--- src/rtl/csa_pkg.sv ---
// Shared constants for the carry-select slice sequencer: state encoding,
// slice width and the slice-count helper.
package csa_pkg;

    localparam int SLICE_W = 4;

    localparam logic [1:0] ST_IDLE = 2'd0;
    localparam logic [1:0] ST_RUN  = 2'd1;
    localparam logic [1:0] ST_DONE = 2'd2;

    function automatic int nslice(input int w);
        return w / SLICE_W;
    endfunction

endpackage

--- src/rtl/csa_slice_sequencer_if.sv ---
// Operand/result handshake bundle between producer, sequencer and consumer.
// The master side drives operands and takes results; the slave side is the sequencer.
interface csa_slice_sequencer_if #(parameter int W = 16);

    logic         in_valid;
    logic         in_ready;
    logic [W-1:0] a;
    logic [W-1:0] b;
    logic         cin;
    logic         sub;
    logic         out_valid;
    logic         out_ready;
    logic [W-1:0] sum;
    logic         cout;
    logic         ovf;
    logic         busy;

    modport master (
        output in_valid, a, b, cin, sub, out_ready,
        input  in_ready, out_valid, sum, cout, ovf, busy
    );

    modport slave (
        input  in_valid, a, b, cin, sub, out_ready,
        output in_ready, out_valid, sum, cout, ovf, busy
    );

endinterface

--- src/rtl/csa_slice4.sv ---
// Combinational 4-bit carry-select slice: both carry-in cases are rippled in
// parallel and the registered carry picks one.
module csa_slice4
    import csa_pkg::*;
(
    input  logic [SLICE_W-1:0] a,
    input  logic [SLICE_W-1:0] b,
    input  logic               ci,
    output logic [SLICE_W-1:0] s,
    output logic               c
);

    logic [SLICE_W-1:0] s0, s1;
    logic [SLICE_W:0]   cy0, cy1;

    always_comb begin
        s0     = '0;
        s1     = '0;
        cy0    = '0;
        cy1    = '0;
        cy0[0] = 1'b0;
        cy1[0] = 1'b1;
        for (int i = 0; i < SLICE_W; i++) begin
            s0[i]    = a[i] ^ b[i] ^ cy0[i];
            cy0[i+1] = (a[i] & b[i]) | (cy0[i] & (a[i] ^ b[i]));
            s1[i]    = a[i] ^ b[i] ^ cy1[i];
            cy1[i+1] = (a[i] & b[i]) | (cy1[i] & (a[i] ^ b[i]));
        end
    end

    assign s = ci ? s1 : s0;
    assign c = ci ? cy1[SLICE_W] : cy0[SLICE_W];

endmodule

--- src/rtl/csa_slice_sequencer.sv ---
// Multi-cycle W-bit add/subtract that walks one shared 4-bit carry-select
// slice across the operands, least-significant slice first.
//
//   state   | meaning
//   --------+-----------------------------------------------------------
//   IDLE    | in_ready=1, waiting for an operand packet
//   RUN     | one slice per clock, idx selects the nibble being summed
//   DONE    | out_valid=1, result frozen until out_ready
module csa_slice_sequencer
    import csa_pkg::*;
#(
    parameter int W = 16
) (
    input  logic                  clk,
    input  logic                  rst_n,
    csa_slice_sequencer_if.slave  bus
);

    localparam int NSLICE = nslice(W);
    localparam int IDX_W  = $clog2(NSLICE);
    localparam logic [IDX_W-1:0] IDX_LAST = IDX_W'(NSLICE - 1);

    logic [1:0] state, state_nxt;

    logic [NSLICE-1:0][SLICE_W-1:0] opa, opb, sum_r;
    logic                           carry, cout_r, ovf_r;
    logic [IDX_W-1:0]               idx;

    logic [SLICE_W-1:0] sl_s;
    logic               sl_c;
    logic               accept, last;
    logic               in_ready_c, out_valid_c, busy_c;

    assign accept = (state == ST_IDLE) && bus.in_valid;
    assign last   = (idx == IDX_LAST);

    always_ff @(posedge clk or negedge rst_n) begin
        if (!rst_n) state <= ST_IDLE;
        else        state <= state_nxt;
    end

    always_comb begin
        state_nxt = state;
        case (state)
            ST_IDLE: if (bus.in_valid)  state_nxt = ST_RUN;
            ST_RUN:  if (last)          state_nxt = ST_DONE;
            ST_DONE: if (bus.out_ready) state_nxt = ST_IDLE;
            default:                    state_nxt = ST_IDLE;
        endcase
    end

    always_comb begin
        in_ready_c  = (state == ST_IDLE);
        out_valid_c = (state == ST_DONE);
        busy_c      = (state == ST_RUN) || (state == ST_DONE);
    end

    csa_slice4 u_slice (
        .a  (opa[idx]),
        .b  (opb[idx]),
        .ci (carry),
        .s  (sl_s),
        .c  (sl_c)
    );

    // Subtract is folded into the operand latch: opb holds ~b and carry starts at 1.
    always_ff @(posedge clk or negedge rst_n) begin
        if (!rst_n) begin
            opa    <= '0;
            opb    <= '0;
            sum_r  <= '0;
            carry  <= 1'b0;
            cout_r <= 1'b0;
            ovf_r  <= 1'b0;
            idx    <= '0;
        end else if (accept) begin
            opa    <= bus.a;
            opb    <= bus.sub ? ~bus.b : bus.b;
            carry  <= bus.sub | bus.cin;
            sum_r  <= '0;
            cout_r <= 1'b0;
            ovf_r  <= 1'b0;
            idx    <= '0;
        end else if (state == ST_RUN) begin
            sum_r[idx] <= sl_s;
            if (last) begin
                cout_r <= sl_c;
                ovf_r  <= (opa[NSLICE-1][SLICE_W-1] ~^ opb[NSLICE-1][SLICE_W-1])
                        & (sl_s[SLICE_W-1] ^ opa[NSLICE-1][SLICE_W-1]);
            end else begin
                carry <= sl_c;
                idx   <= idx + 1'b1;
            end
        end
    end

    assign bus.in_ready  = in_ready_c;
    assign bus.out_valid = out_valid_c;
    assign bus.busy      = busy_c;
    assign bus.sum       = sum_r;
    assign bus.cout      = cout_r;
    assign bus.ovf       = ovf_r;

endmodule

--- src/flat_wrapper.sv ---
// flat-port wrapper written by rule: the top's interface ports become plain ports
module csa_slice_sequencer_flat import csa_pkg::*;
#(
    parameter int W = 16
)
  (clk, rst_n, bus_in_valid, bus_a, bus_b, bus_cin, bus_sub, bus_out_ready, bus_in_ready, bus_out_valid, bus_sum, bus_cout, bus_ovf, bus_busy);
  csa_slice_sequencer_if #(.W(W)) bus_i ();
  input  logic clk;
  input  logic rst_n;
  input wire logic [$bits(bus_i.in_valid)-1:0] bus_in_valid;
  input wire logic [$bits(bus_i.a)-1:0] bus_a;
  input wire logic [$bits(bus_i.b)-1:0] bus_b;
  input wire logic [$bits(bus_i.cin)-1:0] bus_cin;
  input wire logic [$bits(bus_i.sub)-1:0] bus_sub;
  input wire logic [$bits(bus_i.out_ready)-1:0] bus_out_ready;
  output wire logic [$bits(bus_i.in_ready)-1:0] bus_in_ready;
  output wire logic [$bits(bus_i.out_valid)-1:0] bus_out_valid;
  output wire logic [$bits(bus_i.sum)-1:0] bus_sum;
  output wire logic [$bits(bus_i.cout)-1:0] bus_cout;
  output wire logic [$bits(bus_i.ovf)-1:0] bus_ovf;
  output wire logic [$bits(bus_i.busy)-1:0] bus_busy;
  assign bus_i.in_valid = bus_in_valid;
  assign bus_i.a = bus_a;
  assign bus_i.b = bus_b;
  assign bus_i.cin = bus_cin;
  assign bus_i.sub = bus_sub;
  assign bus_i.out_ready = bus_out_ready;
  assign bus_in_ready = bus_i.in_ready;
  assign bus_out_valid = bus_i.out_valid;
  assign bus_sum = bus_i.sum;
  assign bus_cout = bus_i.cout;
  assign bus_ovf = bus_i.ovf;
  assign bus_busy = bus_i.busy;
  csa_slice_sequencer #(.W(W)) u_core (.clk(clk), .rst_n(rst_n), .bus(bus_i));
endmodule
--- config.mk ---
export PLATFORM = sky130hd
export DESIGN_NAME = csa_slice_sequencer_flat
export DESIGN_NICKNAME = d
export VERILOG_FILES = /design/src/rtl/csa_pkg.sv /design/src/rtl/csa_slice_sequencer_if.sv /design/src/rtl/csa_slice4.sv /design/src/rtl/csa_slice_sequencer.sv /design/src/flat_wrapper.sv
export SDC_FILE = /design/constraint.sdc
export NUM_CORES = 1
export LEC_CHECK = 0
export CAP_MARGIN = 15
export CELL_PAD_IN_SITES_DETAIL_PLACEMENT = 0
export CELL_PAD_IN_SITES_GLOBAL_PLACEMENT = 1
export CORE_ASPECT_RATIO = 0.9
export CORE_MARGIN = 10
export CORE_UTILIZATION = 30
export CTS_CLUSTER_SIZE = 40
export DETAILED_ROUTE_END_ITERATION = 7
export PLACE_DENSITY_LB_ADDON = 0.3
export RECOVER_POWER = 50
export SETUP_SLACK_MARGIN = 0.5
export SLEW_MARGIN = 5
export SYNTH_ARGS = -nofsm -noshare
export SYNTH_HDL_FRONTEND = slang
export SYNTH_HIERARCHICAL = 1
export SYNTH_SLANG_ARGS = --single-unit
--- constraint.sdc ---
create_clock -name clk -period 4.1 [get_ports clk]
set_clock_uncertainty 0.1 [all_clocks]
set_input_delay 0.82 -clock clk [delete_from_list [all_inputs] [get_ports clk]]
set_output_delay 0.82 -clock clk [all_outputs]
set_load 0.02 [all_outputs]
### Word level (Yosys, flattened, before mapping)

Cells that the tools add are included.

* add/sub/neg operators: 1
* $lt $le $gt $ge: 2
* equality and inequality tests: 7
* mux-type cells: 28
* bitwise operators: 33
* reduce and logical (&&, ||, !) cells: 9

Operator list (count)
* 16-bit two-way mux: 3
* 4-bit binary-select mux with 2-bit select: 2
* 16-bit bitwise mux: 1
* 4-bit two-way mux: 4
* 16-bit NOT: 1
* 2-bit two-way mux: 6
* 1-bit AND: 11
* 1-bit XOR: 11
* 1-bit two-way mux: 10
* 4-bit demux with 2-bit select: 1
* 1-bit OR: 8
* 2-bit case mux with 3 select lines: 1
* 2-bit equality test, second input constant: 2
* 2-bit by 1-bit != test with 1-bit output, second input constant: 2
* 2-bit != test, second input constant: 2
* 2-bit AND reduction: 2
* 2-bit nonzero test: 2
* 2-bit by 3-bit less-than comparator with 1-bit output, second input constant: 1
* 3-bit AND reduction: 1
* 2-bit by 1-bit adder with 2-bit output, second input constant: 1
* 2-bit by 1-bit equality test with 1-bit output, second input constant: 1
* 2-bit by 1-bit >= comparator with 1-bit output, second input constant: 1
* 1-bit logical AND: 2
* 2-bit zero test: 1
* other kinds (3): 3

* bits in registers: 55
* input port bits: 38
* output and inout port bits: 21
* logic and storage cells: 97

### Logic depth before layout (Yosys ltp)

Gate-level depths: netlist of the first run.

* depth in word-level cells: 15
* mapped depth: 15
* depth with buffers taken out: 14

### Modules after synthesis

Netlist of the first run, hierarchy kept.

Modules (own cells, without submodules)
* csa_slice_sequencer: instances 1, cells each 262, area each 2623.8 sq um, sequential area each 1376.3 sq um
* csa_slice4: instances 1, cells each 19, area each 148.9 sq um, sequential area each 0.0 sq um

### Worst setup path before layout of the first run

Ideal clock, no wire load.

* path type: register to register
* from: register u_core.idx[0]
* to: register u_core.ovf_r, in the netlist u_core/bus.ovf
* library setup time: 0.129 ns
* arrival time: 3.045 ns
* data required time: 3.871 ns
* slack: 0.826 ns
* stages on the path, launching flop included: 16
* buffers on the path: 1
* period minus slack after synthesis: 3.274 ns
* cells stage by stage: dfrtp_1 buf_2 mux4_2 inv_1 ha_1 inv_1 mux2i_1 fa_1 inv_1 fa_1 inv_1 fa_1 inv_1 nor2b_1 a221oi_1 nor3_1

* cells in the longest elaborated chain, start to end: 15
* elaborated cells on any way between the ends: 31
* classes of those cells: eq/ne (1); mux (8); bitwise (20); reduce/logical (2)

RTL lines
* start: declaration: line csa_slice_sequencer.sv:27 `logic [IDX_W-1:0] idx;`
* start signal: assignment: line csa_slice_sequencer.sv:92 `idx <= idx + 1'b1;`
* 4-bit binary-select mux with 2-bit select (on tied branches): line csa_slice_sequencer.sv:59, csa_slice_sequencer.sv:60
* 4-bit two-way mux (on tied branches): line csa_slice_sequencer.sv:59, csa_slice_sequencer.sv:60
* 1-bit AND / 1-bit XOR (equally long branches): line csa_slice4.sv:25, csa_slice4.sv:27
* 1-bit OR: line csa_slice4.sv:27 `cy1[i+1] = (a[i] & b[i]) | (cy1[i] & (a[i] ^ b[i]));`
* 1-bit AND: line csa_slice4.sv:27
* 1-bit OR: line csa_slice4.sv:27
* 1-bit AND: line csa_slice4.sv:27
* 1-bit OR: line csa_slice4.sv:27
* 1-bit XOR: line csa_slice4.sv:26 `s1[i] = a[i] ^ b[i] ^ cy1[i];`
* 4-bit two-way mux *: line csa_slice4.sv:31 `assign s = ci ? s1 : s0;`
* named net u_core.sl_s[3]: line csa_slice_sequencer.sv:29 `logic [SLICE_W-1:0] sl_s;`
* 1-bit XOR *: line csa_slice_sequencer.sv:89 `& (sl_s[SLICE_W-1] ^ opa[NSLICE-1][SLICE_W-1]);`
* 1-bit AND *: line csa_slice_sequencer.sv:89
* 1-bit two-way mux *: line csa_slice_sequencer.sv:86 `if (last) begin`
* 1-bit two-way mux *: line csa_slice_sequencer.sv:84 `end else if (state == ST_RUN) begin`
* 1-bit two-way mux *: line csa_slice_sequencer.sv:76 `end else if (accept) begin`
* end signal: assignment: line csa_slice_sequencer.sv:88 `ovf_r <= (opa[NSLICE-1][SLICE_W-1] ~^ opb[NSLICE-1][SLICE_W-1])`
* end: declaration: line csa_slice_sequencer.sv:26 `logic carry, cout_r, ovf_r;`

The timed path passes the listed nets; every way through them passes the cells marked *. The select of a mux whose other input is x is not followed.
A chain may end at the register's enable or synchronous reset.

### Worst setup path in the final report of the first run

Ends and elaborated chain as after synthesis.

==> results.yml, run 1 <==
timing:
  finalCritPeriodShare_pct: 79.2
  rsz0062_at_grt: "false"
  clock.fmax_mhz: 308
  hold_viol_final: 0
  fin_setup_tns_ns: 0
  timing.hold.ws_ns: 0.383
  setup_viol: 0
  slew_headroom_pct: -3.80
  drv_slew: 30
  period_minus_slack_ns: 3.25
  worstMarginPinSlew_ns: 1.56
power_and_ir_drop:
  p_seq_share_pct: 34.2
  power.static_leakage_nw: 1.60
  p_comb_share_pct: 54.7
  peakVddDrop_mv: 0.322
  p_switching_w: 0.00115
  p_clk_share_pct: 11.1
  p_int_w: 0.00154
  p_per_area_nw_per_um2: 759
  switching_share_pct: 42.6
yosys:
  synth.top_cells.by_count: "nand2_1 (86), dfrtp_1 (55), a21oi_1 (19)"
  syn_area_um2: 2770
  synth.net_count: 332
  synth_top_area_cell: "dfrtp_1"
  seq_area_frac_synth_pct: 49.6
  avgSynthCellArea_um2: 9.87
  synth_ff_type: "dfrtp_1"
  postSynthCellCount: 281
  netlist_top_cells_area: "dfrtp_1 (50%), nand2_1 (12%), mux4_2 (6.5%), xnor2_1 (5.4%), ha_1 (4.5%)"
  synth_warnings: 6
  synth.top_cell.area_share_pct: 49.6
  synth_edf_count: 0
  synth.distinct_cells: 26
  async_flop_share_pct: 100
  synth-seq-cells: 55
  synth_most_common_cell: "nand2_1"
setup_path:
  critPathMostFrequentCell: "inv_1"
  crit_chain: "mux4_2, inv_1, ha_1, inv_1, mux2i_1, fa_1, inv_1, fa_1, inv_1, fa_1, inv_1, nor2b_1, a221oi_1, nor3_1"
  critical_path_class: "reg2reg"
  crit_arrival_ns: 3.32
  slowest_stage: "mux4_2"
  worstSetupEndpointType: "register"
  critPathRequiredTime_ns: 4.17
  crit_path_start_kind: "register"
  critical_path.max_fanout: 6
  r2r_slack_ns: 0.85
  reg2regPathDepth: 14
  critical-path-max-stage-delay_ns: 0.53
global_route:
  grt_antenna_before_repair: 0
  grt_util_met1_pct: 13.7
  grt_pass1_vias: 2170
  grt-ovfl-total: 0
  grt_util_met2_pct: 14.6
  gr-usage-all-layers_pct: 9.81
  grt-busiest-layer: "met2"
  use_met3_pct: 2.65
  grt_max_degree: 37
  grt_pass1_wl_um: 10900
clocking:
  postCtsHoldBufs: 0
  cts_tree: "built"
  htreeDepth: 2
  cts-buffers-inserted: 5
  clock_latency_ns: 0.30
  cts.sink_count: 55
  cts_resized: 0
  postCtsSetupBuffers: 0
  cts_root_buf: "clkbuf_8"
  clk_pin_slew_ns: 0.09
  clockBufferDepth: 2
routing:
  vias: 2016
  vias_per_cell: 4.40
  wl_per_cell_um: 13.9
  detail-route-antenna-nets: 0
  routed_wl_um: 6350
  drc: 0
  drtIter0Drc: 89
  drt-pass1-iter-count: 4
floorplan:
  top_level_ports: 59
  start_util_pct: 30.5
  die_w_um: 121
  core_um2: 9080
  dieArea_um2: 13500
  num_rows: 33
  dieHeight_um: 111
final_layout:
  antenna_cells: 0
  syn2layout_area_growth_pct: 27.7
  drive_above_1_share_pct: 7.14
  nets: 387
run_status:
  violations: "capacitance limit, slew limit"
  status: "finished with violations"
placement:
  portBuffers: 58
  gp_congestion: 0.740
  hpwl_um: 4800
min_path:
  hold_class: "reg2reg"
  whs_path_depth: 2
flow_run:
  drv_cap: 1
==> placed cells by master, fill, tap and decap left out, drive strengths merged <==
master / instances
xnor2: 17
nor2b: 2
mux4: 8
xor2: 1
and2: 1
ha: 10
a221oi: 2
fa: 3
buf: 5
o21ai: 16
dlygate4sd3: 9
nand3: 17
clkinv: 1
nor3: 2
inv: 18
nor2: 3
nand2: 86
a21oi: 19
clkdlybuf4s50: 48
mux2: 2
dfrtp: 55
mux2i: 3
clkbuf: 8
==> metrics by stage <==
step | total power (W) | utilization [%] | setup slack [ns] | instance area (um2) | std cells
global placement | 0.00242 | 38.2 | 0.968 | 3470 | 451
global route | 0.00298 | 39.0 | 0.412 | 3540 | 458
finish | 0.00269 | 39.0 | 0.854 | 3540 | 458
CTS | 0.00276 | 39.1 | 0.861 | 3550 | 458
floorplan | 0.00194 | - | 0.826 | 2770 | 281
detailed placement | 0.00246 | 38.2 | 0.874 | 3470 | 451
==> critical path, delay by kind of cell, from the launching register on <==
family	cells	cell delay, ns
AOI/OAI and AO/OA	1	0.26
adders and majority gates	4	1.10
buffers and inverters	5	0.39
DFF	1	0.42
muxes	2	0.69
and+or+nand+nor	2	0.15
==> kinds of logic after synthesis <==
group	count (synthesis)	share of synthesized area (%)
AND/OR/NAND/NOR	111	16.4
AO/OA/AOI/OAI	37	7.58
buffers and inverters	34	5.32
multiplexers	13	8.66
adder cells (fa/ha/maj)	13	6.68
XOR/XNOR	18	5.69
flip-flops	55	49.6
==> metal layers <==
layer / up-vias / share of wire (%)
met5: - / 0
met2: 51 / 45
li1: 1018 / -
met1: 943 / 48
met3: 4 / 5.7
met4: 0 / 0.60
==> power by group through the flow <==
stage | registers [W] | clock network, W | logic, W
after floorplan | 0.000970 | 0 | 0.000966
after global placement | 0.000933 | 0 | 0.00149
after detailed placement | 0.000939 | 0 | 0.00152
after CTS | 0.000927 | 0.000313 | 0.00152
after global routing | 0.000956 | 0.000339 | 0.00169
final | 0.000919 | 0.000300 | 0.00147
==> layout make-up <==
cell class,instances,area [um2]
clock inverter,1,5.00
fill,950,5540
inverter,18,67.6
tap,122,153
sequential,55,1380
multi-input combinational,192,1240
timing repair buffer,64,616
clock buffer,6,82.6
==> worst paths after layout <==
kind | start | to
setup / recovery | u_core/idx[0]$_DFFE_PN0P_ | u_core/bus.ovf$_DFFE_PN0P_
hold / removal | u_core/opa[2]$_DFFE_PN0P_ | u_core/opa[2]$_DFFE_PN0P_
setup reg to reg | u_core/idx[0]$_DFFE_PN0P_ | u_core/bus.ovf$_DFFE_PN0P_
hold reg to reg | u_core/opa[2]$_DFFE_PN0P_ | u_core/opa[2]$_DFFE_PN0P_
max in group asynchronous | rst_n | u_core/carry$_DFFE_PN0P_
min in group asynchronous | rst_n | u_core/bus.sum[8]$_DFFE_PN0P_
==> flip-flops by register name, summed over array words and instances (netlist names) <==
name	flops
u_core/opb	16
u_core/carry	1
u_core/idx	2
u_core/opa	16
u_core/bus.sum	16
u_core/state	2
u_core/bus.ovf	1
u_core/bus.cout	1
No activity file was read; power rests on OpenSTA's default activity.
==> run 2: changes to the inputs <==
Clock period 4.1 ns to 2.8 ns, I/O delays scaled along.
==> run 2 against run 1 <==
Compared with the run above:
- the run ends with setup timing left
- sequential cell count is the same
- design area grew 2.8%
- routed wire length grew 0.49%
- combinational power grew 67%
- critical path depth is the same
- setup slack lost 1.2 ns
- utilization grew 1.1 points
- register-to-register slack lost 1.2 ns
- maximum frequency grew 4.1%
- die area is the same
- count of clock-buffer cells in the layout is the same
- critical endpoint unchanged
- highest routed layer unchanged
==> results.yml, run 2 (same netlist as run 1, synthesis figures left out) <==
setup_path:
  worstReg2RegStart: "u_core/idx[0]$_DFFE_PN0P_"
  critPathRequiredTime_ns: 2.88
  worstSetupEndpointType: "register"
  crit_path_start_kind: "register"
  reg2regPathDepth: 14
  crit_arrival_ns: 3.20
  r2r-end: "u_core/bus.ovf$_DFFE_PN0P_"
  critical_path.max_fanout: 3
  critical_path_class: "reg2reg"
  r2r_slack_ns: -0.32
routing:
  vias: 2029
  detail-route-antenna-nets: 0
  routed_wl_um: 6380
  drt-pass1-iter-count: 4
  drtIter0Drc: 80
  vias_per_cell: 4.38
  wl_per_cell_um: 13.8
  drc: 0
power_and_ir_drop:
  p_per_area_nw_per_um2: 1190
  switching_share_pct: 42.1
  p_switching_w: 0.00182
  p_comb_share_pct: 56.9
  p_clk_share_pct: 11.7
  power.static_leakage_nw: 1.61
  p_seq_share_pct: 31.4
  peakVddDrop_mv: 0.435
  power.total_w: 0.00432
  p_int_w: 0.00250
clocking:
  htreeDepth: 2
  cts.sink_count: 55
  clk_pin_slew_ns: 0.09
  clockBufferDepth: 2
  cts_tree: "built"
  cts-buffers-inserted: 5
  cts_root_buf: "clkbuf_8"
  postCtsSetupBuffers: 0
  clock_latency_ns: 0.30
placement:
  dpl_worst_slack_ns: -0.324
  portBuffers: 58
  dp_cells: 456
  gp_congestion: 0.746
  hpwl_um: 4740
timing:
  rsz0062_at_grt: "true"
  worstMarginPinSlew_ns: 1.37
  finalCritPeriodShare_pct: 111
  setup_viol: 5
  fin_ws_ns: -0.319
  slew_headroom_pct: 8.56
  period_minus_slack_ns: 3.12
  clock.fmax_mhz: 321
  drv_slew: 0
  hold_viol_final: 0
  fin_setup_tns_ns: -1.44
global_route:
  grt_max_degree: 56
  grt_pass1_wl_um: 10900
  grt_pass1_vias: 2250
  gr-usage-all-layers_pct: 9.60
  grt_antenna_before_repair: 0
  grt-ovfl-total: 0
final_layout:
  nets: 392
  antenna_cells: 0
  final_core_utilization_pct: 40.1
  syn2layout_area_growth_pct: 31.3
  layout_common_cells: "nand2_1 (86), dfrtp_1 (55), clkdlybuf4s50_1 (54), a21oi_1 (19), xnor2_1 (17)"
  drive_above_1_share_pct: 13.5
  final_common_cell: "nand2_1"
  final_cells: 463
min_path:
  hold_class: "reg2reg"
  min_to: "u_core/opb[11]$_DFFE_PN0P_"
  min-delay-start: "u_core/opb[11]$_DFFE_PN0P_"
  whs_path_depth: 2
run_status:
  status: "finished with violations"
  violations: "setup timing"
floorplan:
  num_rows: 33
  dieHeight_um: 111
  top_level_ports: 59
  core_um2: 9080
  die_w_um: 121
  start_util_pct: 30.5
  dieArea_um2: 13500
flow_run:
  drv_cap: 0
[run 2: power groups by stage]
| stage | registers [W] | clock network [W] | logic [W] |
|---|---|---|---|
| 6_report | 0.00135 | 0.000507 | 0.00246 |
| 5_1_grt | 0.00141 | 0.000562 | 0.00274 |
| 4_1_cts | 0.00136 | 0.000529 | 0.00235 |
| 3_5_place_dp | 0.00137 | 0 | 0.00234 |
| 3_3_place_gp | 0.00137 | 0 | 0.00229 |
| 2_1_floorplan | 0.00142 | 0 | 0.00146 |
[run 2: worst max path at each step]
stage / end / start / slack [ns]
floorplan: u_core/bus.ovf$_DFFE_PN0P_ / u_core/idx[0]$_DFFE_PN0P_ / -0.33
global placement: u_core/bus.ovf$_DFFE_PN0P_ / u_core/idx[0]$_DFFE_PN0P_ / -0.23
detailed placement: u_core/bus.ovf$_DFFE_PN0P_ / u_core/idx[0]$_DFFE_PN0P_ / -0.32
CTS: u_core/bus.ovf$_DFFE_PN0P_ / u_core/idx[0]$_DFFE_PN0P_ / -0.31
global route: u_core/bus.sum[3]$_DFFE_PN0P_ / u_core/idx[0]$_DFFE_PN0P_ / -0.46
finish: u_core/bus.ovf$_DFFE_PN0P_ / u_core/idx[0]$_DFFE_PN0P_ / -0.32
[run 2: what timing repair did]
item,CTS,global route
gates resized for setup,6,12
hold buffers,0,0
hold endpoints to repair,0,0
pin swaps,1,7
setup endpoints to repair,18,15
[run 2: stage by stage]
step,instance area (um2),hold slack [ns]
floorplan,2780,0.164
global placement,3520,0.361
detailed placement,3520,0.363
CTS,3620,0.158
global route,3640,0.408
finish,3640,0.383
[run 2: cell type report]
| class | instances | area (um2) |
|---|---|---|
| fill | 937 | 5440 |
| clock inverter | 1 | 30.0 |
| tap | 122 | 153 |
| inverter | 18 | 70.1 |
| multi-input combinational | 192 | 1290 |
| timing repair buffer | 69 | 652 |
| sequential | 55 | 1380 |
| clock buffer | 6 | 72.6 |
[run 2: routing by layer]
| layer | wire length [um] | vias up | track usage, % |
|---|---|---|---|
| met2 | 3000 | 44 | 15.4 |
| met1 | 2960 | 958 | 12.3 |
| met4 | 32 | 0 | 1.91 |
| met3 | 381 | 5 | 3.00 |
| li1 | - | 1022 | - |
| met5 | 0 | - | 0 |
[run 2: worst max-delay path, stage by stage, from the launching register on]
cell and delay, ns:
dfrtp_1 0.41, mux4_2 0.54, inv_2 0.09, ha_4 0.13, inv_2 0.03, mux2i_2 0.18
fa_2 0.24, inv_2 0.04, fa_2 0.34, inv_2 0.06, fa_1 0.42, inv_2 0.07
nor2b_2 0.04, a221oi_2 0.22, nor3_1 0.06
==> run 3: changes to the inputs <==
Settings changed: SETUP_SLACK_MARGIN 0.5 to 0.4.
==> run 3 against run 2 <==
Compared with the run above:
- the run still ends with setup timing left
- design area rose by 0.45%
- combinational power is 3% higher
- non-clock buffer count up 3
- largest power group unchanged
- utilization grew 0.18 points
- maximum frequency is 1.6% higher
==> results.yml, run 3 (same netlist as run 1, synthesis figures left out) <==
timing:
  setup_viol: 5
  fin_ws_ns: -0.270
  clock.fmax_mhz: 326
  hold_viol_final: 0
  rsz0062_at_grt: "true"
  period_minus_slack_ns: 3.07
  fin_setup_tns_ns: -0.982
  slew_headroom_pct: 17.1
  finalCritPeriodShare_pct: 110
  worstMarginPinSlew_ns: 1.24
  drv_slew: 0
clocking:
  postCtsHoldBufs: 0
  clock_latency_ns: 0.30
  cts_tree: "built"
  postCtsSetupBuffers: 0
  cts-buffers-inserted: 5
  cts.sink_count: 55
  cts_root_buf: "clkbuf_8"
  clk_pin_slew_ns: 0.10
  clockBufferDepth: 2
  htreeDepth: 2
global_route:
  gr-usage-all-layers_pct: 9.60
  grt_pass1_vias: 2147
  grt-ovfl-total: 0
  grt_antenna_before_repair: 0
  grt_pass1_wl_um: 10800
  grt_max_degree: 51
routing:
  detail-route-antenna-nets: 0
  wl_per_cell_um: 13.4
  drc: 0
  vias: 2073
  drt-pass1-iter-count: 4
  drtIter0Drc: 135
  vias_per_cell: 4.44
  routed_wl_um: 6250
run_status:
  violations: "setup timing"
  status: "finished with violations"
setup_path:
  critical_path_class: "reg2reg"
  worstReg2RegStart: "u_core/idx[0]$_DFFE_PN0P_"
  critical_path.max_fanout: 4
  crit_start: "u_core/idx[0]$_DFFE_PN0P_"
  critPathRequiredTime_ns: 2.87
  crit_arrival_ns: 3.14
  worstSetupEndpointType: "register"
  crit_path_start_kind: "register"
  r2r_slack_ns: -0.27
final_layout:
  n_fill_cell: 937
  final_common_cell: "nand2_1"
  layout_common_cells: "nand2_1 (86), clkdlybuf4s50_1 (56), dfrtp_1 (54), a21oi_1 (18), xnor2_1 (17)"
  nets: 395
  drive_above_1_share_pct: 14.5
  final_core_utilization_pct: 40.2
  antenna_cells: 0
  syn2layout_area_growth_pct: 31.9
floorplan:
  core_um2: 9080
  dieHeight_um: 111
  start_util_pct: 30.5
  dieArea_um2: 13500
  die_w_um: 121
  num_rows: 33
  top_level_ports: 59
power_and_ir_drop:
  peakVddDrop_mv: 0.550
  p_per_area_nw_per_um2: 1180
  power.static_leakage_nw: 1.60
placement:
  hpwl_um: 4820
  gp_congestion: 0.758
  portBuffers: 58
flow_run:
  drv_cap: 0
min_path:
  hold_class: "in2async"
==> run 3: changes by cell type in the layout (fill, tap and decap cells not counted), moves of 2 or more <==
cell / delta
dlygate4sd2_1: -2
o21ai_1: +4
clkdlybuf4s50_1: +2
o21ai_0: -4
nand3_2: +3
nand3_1: -3
clkbuf_1: +3
==> run 3: worst max-delay path, cell delays in order (launching register included) <==
cell and delay, ns:
dfrtp_2 0.42, mux4_2 0.54, inv_2 0.09, ha_4 0.12
inv_2 0.02, mux2i_1 0.16, fa_2 0.23, inv_2 0.04
fa_2 0.33, inv_2 0.06, fa_1 0.41, inv_2 0.07
nor2b_1 0.05, a221oi_2 0.23, nor3_1 0.08
==> run 3: routing by layer <==
metal / vias to the layer above / share of wire [%] / track usage (%)
met5: - / 0 / 0
met4: 0 / 0.38 / 1.67
met3: 2 / 6.8 / 3.26
met2: 55 / 47 / 14.8
met1: 985 / 46 / 12.8
li1: 1031 / - / -
==> run 3: what timing repair did <==
item                       4_1_cts  5_1_grt
setup endpoints to repair       16       15
resized for setup               12        9
pin swaps                        5        3
gates cloned                     0        0
==> run 3: cell type report <==
type                            instances  area (um2)  area share [%]
Clock buffer                            6        72.6            1.98
Clock inverter                          2        12.5           0.342
Inverter                               18        70.1            1.92
Multi-Input combinational cell        192        1300            35.5
Sequential cell                        55        1380            37.7
Tap cell                              122         153            4.18
Timing Repair Buffer                   72         674            18.4
==> run 3: stage by stage <==
stage / worst slack [ns] / instances / cell area, um2 / hold WS [ns] / total power, W
3_3_place_gp: -0.256 / 459 / 3530 / 0.339 / 0.00368
5_1_grt: -0.408 / 467 / 3660 / 0.152 / 0.00473
6_report: -0.270 / 467 / 3660 / 0.118 / 0.00432
4_1_cts: -0.339 / 467 / 3630 / 0.00521 / 0.00431
3_5_place_dp: -0.312 / 459 / 3530 / 0.344 / 0.00373
2_1_floorplan: -0.329 / 281 / 2780 / 0.164 / 0.00286
==> run 3: worst paths after layout <==
path	end	depth (start not counted)
max	u_core/bus.ovf$_DFFE_PN0P_	14
min in group clk	u_core/opa[11]$_DFFE_PN0P_	2
max reg2reg	u_core/bus.ovf$_DFFE_PN0P_	14
min	u_core/opa[11]$_DFFE_PN0P_	1
max in group asynchronous	u_core/idx[0]$_DFFE_PN0P_	2
min reg2reg	u_core/opa[11]$_DFFE_PN0P_	2
==> run 3: report_power, final <==
part	switching, W	internal, W	total [W]
registers	0.000208	0.00115	0.00135
clock network	0.000250	0.000176	0.000425
logic	0.00139	0.00115	0.00254
==> patch (settings of run 3) <==
`W` is set to 16 in 3 places; all go to 32.
--- a/src/rtl/csa_slice_sequencer_if.sv
+++ b/src/rtl/csa_slice_sequencer_if.sv
@@ -2,3 +2,3 @@
 // The master side drives operands and takes results; the slave side is the sequencer.
-interface csa_slice_sequencer_if #(parameter int W = 16);
+interface csa_slice_sequencer_if #(parameter int W = 32);
 
--- a/src/rtl/csa_slice_sequencer.sv
+++ b/src/rtl/csa_slice_sequencer.sv
@@ -11,3 +11,3 @@
 #(
-    parameter int W = 16
+    parameter int W = 32
 ) (
--- a/src/flat_wrapper.sv
+++ b/src/flat_wrapper.sv
@@ -3,3 +3,3 @@
 #(
-    parameter int W = 16
+    parameter int W = 32
 )
Interface: changed (resized bus_a, bus_b and bus_sum); port bits go from 59 to 107. No check against the original RTL was run, so the function may have changed too.
==> patch against run 3 <==
  * The flow still finishes with violations (negative setup slack)
  * Setup slack worse by 0.089 ns
  * Final area up 92%
  * Wire length up 120%
  * Synthesized cell count up 85%
  * Synthesized area up 88%
  * Sequential cell count up 49
  * Power up 81%
  * Critical endpoint is now u_core/bus.sum[31]
  * Largest cell class unchanged
  * Largest power group unchanged
  * Highest routed layer unchanged
==> patch: results (changes against run 3) <==
RUN_STATUS='finished with violations'
VIOLATIONS_IN_THE_FINAL_REPORTS='negative setup slack'
POST_CTS.REPAIR.SETUP_BUFFERS=1  # +1
GRT_PASS1_WL_UM=22580  # +110%
PEAKVDDDROP_mV=0.5861  # +6.5%
CTS.REPAIR.RESIZED=15  # +3
TNS_NS=-3.335  # -2.353 ns
SYNTH_ADDER_AREA_SHARE_PCT=3.308  # -3.4 points
FINAL.SETUP.WORST_SLACK_NS=-0.3585  # -0.08882 ns
POWER.LEAKAGE_uW=0.003262  # +100%
PRE_CTS_WS_NS=-0.4774  # -0.1653 ns
SYNTH_COMMON_CELLS='139 x sky130_fd_sc_hd__nand2_1, 104 x sky130_fd_sc_hd__dfrtp_1, 39 x sky130_fd_sc_hd__mux2i_1'
AREA_FRACTION_OF_THE_DOMINANT_CELL_TYPE_AFTER_SYNTHESIS_PCT=49.86  # +0.22 points
SETUP_VIOL=19  # +14
INTERNAL_POWER_uW=4639  # +88%
GRT_USAGE_PCT=11.99  # +2.4 points
CRITPATHCAPTURE='u_core/bus.sum[31]'
CRIT-REG2REG-LAUNCH='u_core/idx[1]'
WORST_SKEW_PAIR.LATE_LATENCY_NS=0.35  # +0.05 ns
CTSHTREEMAXLEVEL=3  # +1
SYNTH_AREA_PER_CELL_UM2=10.02  # +1.5%
PLACED_CELLS=846  # +84%
GRT_MAX_DEGREE=48  # -5.9%
CP_MAX_FO=8  # +4
PROPORTION_OF_SYNTHESIZED_CHIP_AREA_IN_SEQUENTIAL_CELLS_PCT=49.86  # +0.22 points
ROOT_BUFFER='sky130_fd_sc_hd__clkbuf_16'
==> patch: worst max-delay path: stages (launching register included) <==
cell,delay (ns)
sky130_fd_sc_hd__dfrtp_1,0.43
sky130_fd_sc_hd__buf_6,0.15
sky130_fd_sc_hd__buf_4,0.13
sky130_fd_sc_hd__nor2_2,0.12
sky130_fd_sc_hd__a221oi_2,0.09
sky130_fd_sc_hd__o21ai_2,0.15
sky130_fd_sc_hd__inv_1,0.06
sky130_fd_sc_hd__ha_2,0.18
sky130_fd_sc_hd__nand2_2,0.06
sky130_fd_sc_hd__o21ai_2,0.05
sky130_fd_sc_hd__fa_2,0.34
sky130_fd_sc_hd__inv_2,0.06
sky130_fd_sc_hd__fa_2,0.18
sky130_fd_sc_hd__inv_2,0.04
sky130_fd_sc_hd__fa_1,0.49
sky130_fd_sc_hd__inv_2,0.06
sky130_fd_sc_hd__buf_6,0.14
sky130_fd_sc_hd__mux2i_2,0.14
sky130_fd_sc_hd__nor2_1,0.06
==> patch: area by class of cell <==
type                    instances  area [um^2]
flip-flops and latches        104         2604
repair buffers                134         1311
multi-input cells             359         2412
clock inverters                 5        80.08
fillers                      1708         9996
well taps                     235        294.0
inverters                      16        63.81
clock buffers                  11        242.7
==> patch: layer usage <==
layer	global-route usage, %	up-vias	part of all wire [%]
li1	-	1919	-
met1	15.86	1810	50
met2	18.60	81	45
met3	3.897	7	4.7
met4	2.778	0	0.76
met5	0	-	0
==> patch: power groups by stage <==
stage                     combinational (uW)  sequential, uW  clock [uW]
after global placement                  3680            2520           0
final                                   3960            2510        1350
after detailed placement                3740            2530           0
after floorplan                         2530            2530           0
after CTS                               3920            2510        1390
after global routing                    4380            2580        1450
